--- config.mk ---
export PLATFORM = sky130hd
export DESIGN_NAME = mem_shift_ctrl
export DESIGN_NICKNAME = d
export VERILOG_FILES = /design/src/rtl/mem_shift_ctrl.sv
export SDC_FILE = /design/constraint.sdc
export NUM_CORES = 1
export LEC_CHECK = 0
export CAP_MARGIN = 10
export CORE_MARGIN = 5
export CORE_UTILIZATION = 44
export CTS_CLUSTER_SIZE = 40
export DETAILED_ROUTE_END_ITERATION = 7
export GPL_TIMING_DRIVEN = 0
export PLACE_DENSITY = 0.78
export SLEW_MARGIN = 30
export SYNTH_ARGS = -nofsm -noshare
export SYNTH_HDL_FRONTEND = slang
export SYNTH_SLANG_ARGS = --single-unit
--- constraint.sdc ---
create_clock -name clk_i -period 2.7 [get_ports clk_i]
set_clock_uncertainty 0.2 [all_clocks]
set_input_delay 0.405 -clock clk_i [delete_from_list [all_inputs] [get_ports clk_i]]
set_output_delay 0.405 -clock clk_i [all_outputs]
set_load 0.005 [all_outputs]
--- src/rtl/mem_shift_ctrl.sv ---
// mem_shift_ctrl
//   Controls the shift data memory of the comparator datapath. In IDLE it
//   accepts samples with a valid/ready handshake, drives the memory's shift
//   enable and tracks how many entries are valid. On start it sweeps the
//   valid entries through mem_sel_o (0 = newest), keeps a running maximum
//   and delivers max, index and count through a result handshake.
//
// Build option:
//   MEM_SHIFT_CTRL_SIGNED_EN  defined   -> entries compared as two's complement
//                             undefined -> entries compared as unsigned
//
// Ports:
//   clk_i, reset_i            clock, asynchronous active-high reset
//   in_valid_i / in_ready_o   sample handshake; mem_enable_o = in_valid_i & in_ready_o
//   flush_i                   drop all stored entries (IDLE only)
//   start_i                   request a compare sweep (IDLE only)
//   busy_o                    high while sweeping or holding a result
//   mem_sel_o / mem_rdata_i   memory read select and combinational read data
//   fill_o                    number of valid entries, 0..DEPTH
//   res_valid_o / res_ready_i result handshake
//   res_max_o, res_idx_o, res_count_o  largest entry, its index, entries compared
//
// state     | meaning
// ST_IDLE   | accepting samples, waiting for start/flush
// ST_SWEEP  | reading entries 0..fill-1, one per cycle
// ST_RESULT | result presented until res_ready_i

module mem_shift_ctrl #(
  parameter int WIDTH = 64,
  parameter int DEPTH = 8,
  parameter int IDXW  = 3
) (
  input  logic             clk_i,
  input  logic             reset_i,
  input  logic             in_valid_i,
  output logic             in_ready_o,
  output logic             mem_enable_o,
  input  logic             flush_i,
  input  logic             start_i,
  output logic             busy_o,
  output logic [IDXW-1:0]  mem_sel_o,
  input  logic [WIDTH-1:0] mem_rdata_i,
  output logic [IDXW:0]    fill_o,
  output logic             res_valid_o,
  input  logic             res_ready_i,
  output logic [WIDTH-1:0] res_max_o,
  output logic [IDXW-1:0]  res_idx_o,
  output logic [IDXW:0]    res_count_o
);

  typedef enum logic [1:0] {
    ST_IDLE   = 2'd0,
    ST_SWEEP  = 2'd1,
    ST_RESULT = 2'd2
  } state_e;

  localparam logic [IDXW:0]   FILL_FULL = (IDXW+1)'(DEPTH);
  localparam logic [IDXW:0]   FILL_ONE  = (IDXW+1)'(1);
  localparam logic [IDXW-1:0] SEL_ONE   = IDXW'(1);

  state_e           state_q, state_d;
  logic [IDXW:0]    fill_q,  fill_d;
  logic [IDXW-1:0]  sel_q,   sel_d;
  logic [WIDTH-1:0] max_q,   max_d;
  logic [IDXW-1:0]  idx_q,   idx_d;
  logic [IDXW:0]    cnt_q,   cnt_d;

  logic shift;
  logic greater;
  logic last_entry;

  // in_ready is forced low during reset so the memory never shifts while
  // the controller is held.
  assign in_ready_o   = (state_q == ST_IDLE) && !flush_i && !reset_i;
  assign shift        = in_valid_i && in_ready_o;
  assign mem_enable_o = shift;

`ifdef MEM_SHIFT_CTRL_SIGNED_EN
  assign greater = $signed(mem_rdata_i) > $signed(max_q);
`else
  assign greater = mem_rdata_i > max_q;
`endif

  // cnt_q holds the fill captured at start, so the sweep length is fixed
  // even though fill_q is free to be flushed later.
  assign last_entry = ({1'b0, sel_q} == (cnt_q - FILL_ONE));

  always_comb begin
    state_d = state_q;
    fill_d  = fill_q;
    sel_d   = sel_q;
    max_d   = max_q;
    idx_d   = idx_q;
    cnt_d   = cnt_q;

    unique case (state_q)
      ST_IDLE: begin
        if (flush_i) begin
          fill_d = '0;
        end else begin
          if (shift && (fill_q != FILL_FULL)) begin
            fill_d = fill_q + FILL_ONE;
          end
          // The sweep sees the fill including a shift accepted this cycle.
          if (start_i) begin
            cnt_d = fill_d;
            sel_d = '0;
            max_d = '0;
            idx_d = '0;
            state_d = (fill_d == '0) ? ST_RESULT : ST_SWEEP;
          end
        end
      end

      ST_SWEEP: begin
        // Entry 0 seeds the running max; later entries need strictly greater.
        if ((sel_q == '0) || greater) begin
          max_d = mem_rdata_i;
          idx_d = sel_q;
        end
        if (last_entry) begin
          sel_d   = '0;
          state_d = ST_RESULT;
        end else begin
          sel_d = sel_q + SEL_ONE;
        end
      end

      ST_RESULT: begin
        if (res_ready_i) begin
          state_d = ST_IDLE;
        end
      end

      default: begin
        state_d = ST_IDLE;
      end
    endcase
  end

  always_ff @(posedge clk_i or posedge reset_i) begin
    if (reset_i) begin
      state_q <= ST_IDLE;
      fill_q  <= '0;
      sel_q   <= '0;
      max_q   <= '0;
      idx_q   <= '0;
      cnt_q   <= '0;
    end else begin
      state_q <= state_d;
      fill_q  <= fill_d;
      sel_q   <= sel_d;
      max_q   <= max_d;
      idx_q   <= idx_d;
      cnt_q   <= cnt_d;
    end
  end

  assign busy_o      = (state_q != ST_IDLE);
  assign res_valid_o = (state_q == ST_RESULT);
  assign mem_sel_o   = sel_q;
  assign fill_o      = fill_q;
  assign res_max_o   = max_q;
  assign res_idx_o   = idx_q;
  assign res_count_o = cnt_q;

endmodule

== Word-level counts from Yosys, hierarchy flattened ==
Cells that the tools add are included.
Cells by class
  add/subtract/negate cells: 3
  $lt $le $gt $ge: 1
  equality and inequality tests: 9
  muxes and demuxes: 20
  bitwise operators: 1
  reductions and logical operators: 16
Operator list (number)
  $mux 64: 3
  $pmux 64 s2: 1
  $gt 64x64->1: 1
  $mux 4: 4
  $mux 3: 4
  $pmux 3 s2: 2
  $mux 2: 5
  $ne 2x2->1 const B: 4
  $reduce_and 4->1: 2
  $pmux 2 s3: 1
  $reduce_and 3->1: 2
  $add 4x1->4 const B: 1
  $eq 3x4->1: 1
  $logic_and 1x1->1: 4
  $logic_not 4->1: 1
  $ne 4x4->1 const B: 1
  $reduce_bool 2->1: 2
  $sub 4x1->4 const B: 1
  $add 3x1->3 const B: 1
  $logic_not 3->1: 1
  $eq 2x1->1 const B: 1
  $eq 2x2->1 const B: 1
  $logic_not 1->1: 2
  $logic_not 2->1: 1
  other kinds (3): 3
Word-level totals
  register bits after elaboration: 80
  bits of input ports: 70
  output and inout port bits: 82
  logic and storage cells: 56

== Logic depth before layout (Yosys ltp) ==
  word-level depth: 13
  gate-level depth with buffers: 11
  mapped depth without buffers: 9

== Worst setup path before layout ==
OpenSTA, ideal clock, no wires.
  path type: input port to flip-flop
  start: input port mem_rdata_i[62]
  end: register idx_q[0] (netlist: res_idx_o[0])
  setup time: 0.079 ns
  arrival: 2.424 ns
  required time: 2.421 ns
  slack: -0.004 ns
  cell stages on the path: 10
  buffers on the path: 2
  path through: ha_1 > nand4_1 > nor4_2 > and3_1 > and3_1 > a221oi_2 > a211oi_2 > buf_6 > buf_6 > mux2i_1
Between the ends
  longest elaborated chain between the ends: 4
RTL lines
  from (decl): line 42  | input logic [WIDTH-1:0] mem_rdata_i,
  $gt 64x64->1: line 81  | assign greater = mem_rdata_i > max_q;
  $logic_or 1x1->1: line 117  | if ((sel_q == '0) || greater) begin
  $ne 2x2->1 (no line)
  $reduce_and 4->1 (no line)
  to (signal assigned): line 154  | idx_q <= idx_d;
  to (decl): line 65  | logic [IDXW-1:0] idx_q, idx_d;
No other way between the ends.
A chain may end at the register's enable or synchronous reset.

== Worst setup path after layout ==
  start: register max_q[59] (netlist: res_max_o[59])
  end: register max_q[56] (netlist: res_max_o[56])
Between the ends
  longest elaborated chain between the ends: 4
RTL lines
  from (decl): line 64  | logic [WIDTH-1:0] max_q, max_d;
  from (signal assigned): line 153  | max_q <= max_d;
  $gt 64x64->1: line 81
  $logic_or 1x1->1: line 117
  $ne 2x2->1 (no line)
  $reduce_and 4->1 (no line)
No other way between the ends.

==> results <==
-- state kept, by name (all words and copies together), names as in the netlist --
name         flops
fill_o           4
mem_sel_o        3
res_count_o      4
res_idx_o        3
res_max_o       64
state_q          2
-- per-stage QoR --
step / worst slack (ps) / hold slack, ps
finish: -385 / 271
global route: -552 / 278
CTS: -322 / 247
detailed placement: -1150 / 308
global placement: -1440 / 308
floorplan: 1.28 / 314
-- worst reg2reg max path, delay by kind of cell, from the launching register on --
kind	cells	cell delay [ps]
AOI/OAI and AO/OA	2	400
adders and majority gates	1	270
buffers and inverters	4	560
DFF	1	370
muxes	1	180
and+or+nand+nor	4	1030
-- final cells by class --
class | instances | area, um2
plain buffers | 16 | 150
clock buffers | 10 | 239
clock inverters | 6 | 82.6
fillers | 903 | 3720
inverters | 77 | 294
multi-input cells | 366 | 2930
flip-flops and latches | 80 | 2000
well taps | 143 | 179
repair buffers | 178 | 1820
-- timing repair --
action / 4_1_cts / 5_1_grt
hold endpoints to repair: 0 / 0
setup buffers: 14 / 7
gates resized for setup: 43 / 20
endpoints found under the setup margin: 68 / 68
pin swaps: 21 / 8
cloned: 3 / 2
-- power breakdown --
group | internal [W] | switching [W]
clock | 0.000831 | 0.000523
sequential | 0.00157 | 0.000287
combinational | 0.00188 | 0.00156
-- metal layers --
metal  vias to the layer above  GRT usage [%]  routed length, um
met5                         -              0                  0
met4                         0           7.96                299
met3                        25           4.32                649
met2                       129           38.1               7860
met1                      2216           25.7               6340
li1                       2221              -                  -
-- cells in the final DEF (no fill, tap or decap), types with 4 or more instances in the layout --
cell type and n:
sky130_fd_sc_hd__a21o_1 5, sky130_fd_sc_hd__a21oi_1 32, sky130_fd_sc_hd__buf_12 6, sky130_fd_sc_hd__buf_16 4, sky130_fd_sc_hd__buf_4 17, sky130_fd_sc_hd__buf_6 5
sky130_fd_sc_hd__clkbuf_1 9, sky130_fd_sc_hd__clkbuf_16 10, sky130_fd_sc_hd__clkdlybuf4s50_1 139, sky130_fd_sc_hd__dfrtp_1 80, sky130_fd_sc_hd__dlygate4sd2_1 12, sky130_fd_sc_hd__ha_1 62
sky130_fd_sc_hd__ha_4 7, sky130_fd_sc_hd__inv_1 73, sky130_fd_sc_hd__mux2i_1 64, sky130_fd_sc_hd__nand2_1 93, sky130_fd_sc_hd__nand3_1 6, sky130_fd_sc_hd__nand4_1 8
sky130_fd_sc_hd__nor2_1 15, sky130_fd_sc_hd__nor2b_1 4, sky130_fd_sc_hd__nor3_1 4, sky130_fd_sc_hd__o21ai_0 12, sky130_fd_sc_hd__xnor2_1 5
-- worst paths after layout --
check	from	to	slack [ps]
min in group asynchronous	reset_i	mem_sel_o[1]	290
max reg2reg	res_max_o[59]	res_max_o[56]	-380
max	res_max_o[59]	res_max_o[56]	-380
min	mem_rdata_i[60]	res_max_o[60]	270
max in group asynchronous	reset_i	res_max_o[4]	1460
min reg2reg	res_idx_o[2]	res_idx_o[2]	330
-- logic make-up after synthesis --
group / share of synthesized area, %
and+or+nand+nor: 12.4
adders and majority gates: 16.8
DFF: 39.0
AOI/OAI and AO/OA: 9.45
muxes: 13.7
buffers and inverters: 7.69
xor gates and xnor gates: 1.02
==> impl_metrics.ini <==
[global_routing]
grt_max_degree = 45
grt_pass1_vias = 4943
globalRouteTotalUtil_pct = 21.6
grt.overflow.total = 0
antenna_found_initial = 0
grt_pass1_wl_mm = 24.5

[clock_network]
clock_tree.buffer_depth = 2
clock_sinks = 80
cts-htree-levels = 3
clock_tree_from_tritoncts = done
clockRootBuffer = sky130_fd_sc_hd__clkbuf_16
clock_latency_ps = 340
clkSlewWorstSetupHoldPaths_ps = 60
holdBufCountCts = 0
cts_inserted_buffers = 9

[cells_and_area]
diodes = 0
layout.core_utilization_pct = 67.4
design_area_um2 = 7700
layout.nets = 867
area_delta_synth_final_pct = 49.8
layout_cell_share_with_drive_strength_beyond_1_pct = 10.9
final_cells = 876

[die]
start_util_pct = 45.0
die_width_um = 118
die-area_um2 = 13900
die-height_um = 118
fp.coreArea_um2 = 11400
floorplan.rows = 39
io_pins = 152

[drt]
via_per_inst = 5.24
route.final.wire_length_mm = 15.1
first_pass_iters = 4
routedWlPerCell_um = 17.3
route.detailed.drc = 0
num_vias = 4591
drt-initial-drc-count = 198
detail-route-antenna-nets = 0

[synthesis]
ys_async_sr_fraction_pct = 100
ys_seq_elements = 80
area_share_of_the_leading_cell_type_in_the_synthesized_netlist_pct = 39.0
synthDistinctLibCells = 48
synthesis.nets = 679
ys_warn_count = 0
postSynthCellCount = 540
leading_cell_types_by_count_after_synthesis = sky130_fd_sc_hd__nand2_1 (93), sky130_fd_sc_hd__dfrtp_1 (80), sky130_fd_sc_hd__inv_1 (77)
synth-edff-count = 0
synth.yosys.seq_area_share_pct = 39.0
synth_top_flop_cell = sky130_fd_sc_hd__dfrtp_1
synth_most_common_cell = sky130_fd_sc_hd__nand2_1
post-synth-top-area-cell = sky130_fd_sc_hd__dfrtp_1
syn_area_um2 = 5140
syn_area_per_cell_um2 = 9.52
netlist_top_cells_area = sky130_fd_sc_hd__dfrtp_1 (39%), sky130_fd_sc_hd__ha_1 (17%), sky130_fd_sc_hd__mux2i_1 (13%), sky130_fd_sc_hd__nand2_1 (6.8%), sky130_fd_sc_hd__inv_1 (5.6%)

[worst_setup_path]
cell_chain_of_the_critical_path = inv_2, ha_4, nand4_1, nor4_4, and3_4, and3_4, a221oi_4, a211oi_4, buf_6, buf_12, buf_16, mux2i_1
cp.buffers_inverters = 4
timing.critical_path.to_type = flop
critical_path_class = reg -> reg
worst_path_arrival_time_ps = 3150
path_delay_family = simple AND/OR/NAND/NOR gates
path_max_fanout = 7
logic_depth_of_the_worst_setup_path_including_buffers = 12
critical-path-slowest-cell = sky130_fd_sc_hd__nor4_4
worst_path_most_repeated_cell = sky130_fd_sc_hd__and3_4
maximum_single_stage_delay_on_the_critical_path_ps = 380
worst-r2r-cell-count = 12
worst-endpoint-required_ps = 2770
setup.worst_path.start_class = flop

[timing]
slew_violations = 0
tightest_slew_ps = 887
finalSetupViolations = 67
layout_min_cycle_time_ps = 3080
maxClockFrequency_ghz = 0.324
least_setup_slack_across_all_paths_after_layout_ps = -385
maxSlewHeadroom_pct = 40.8
setup_total_negative_slack_ps = -19630
post-route-period-util_pct = 114
count_of_endpoints_failing_hold_in_the_final_timing_report = 0
rsz0062_at_grt = yes

[placed_design]
placedCellCount = 835
finalWeightedCongestion = 0.872
portBuffers = 151
hpwlAfterDp_mm = 10.7
dpl_cell_area_um2 = 6860

[power]
vdd_drop_max_v = 0.000531
design_power_total_w = 0.00665
total_leakage_power_nw = 3.29
powerDensity_nw_per_um2 = 864

[flow_run]
max_cap_viol_count = 0

[min_path]
whs_path_depth = 3
hold_path.class = in -> reg

[status]
failed_checks = setup timing
outcome = finished, violations left
Note: power is estimated with default switching activity, not from simulation.
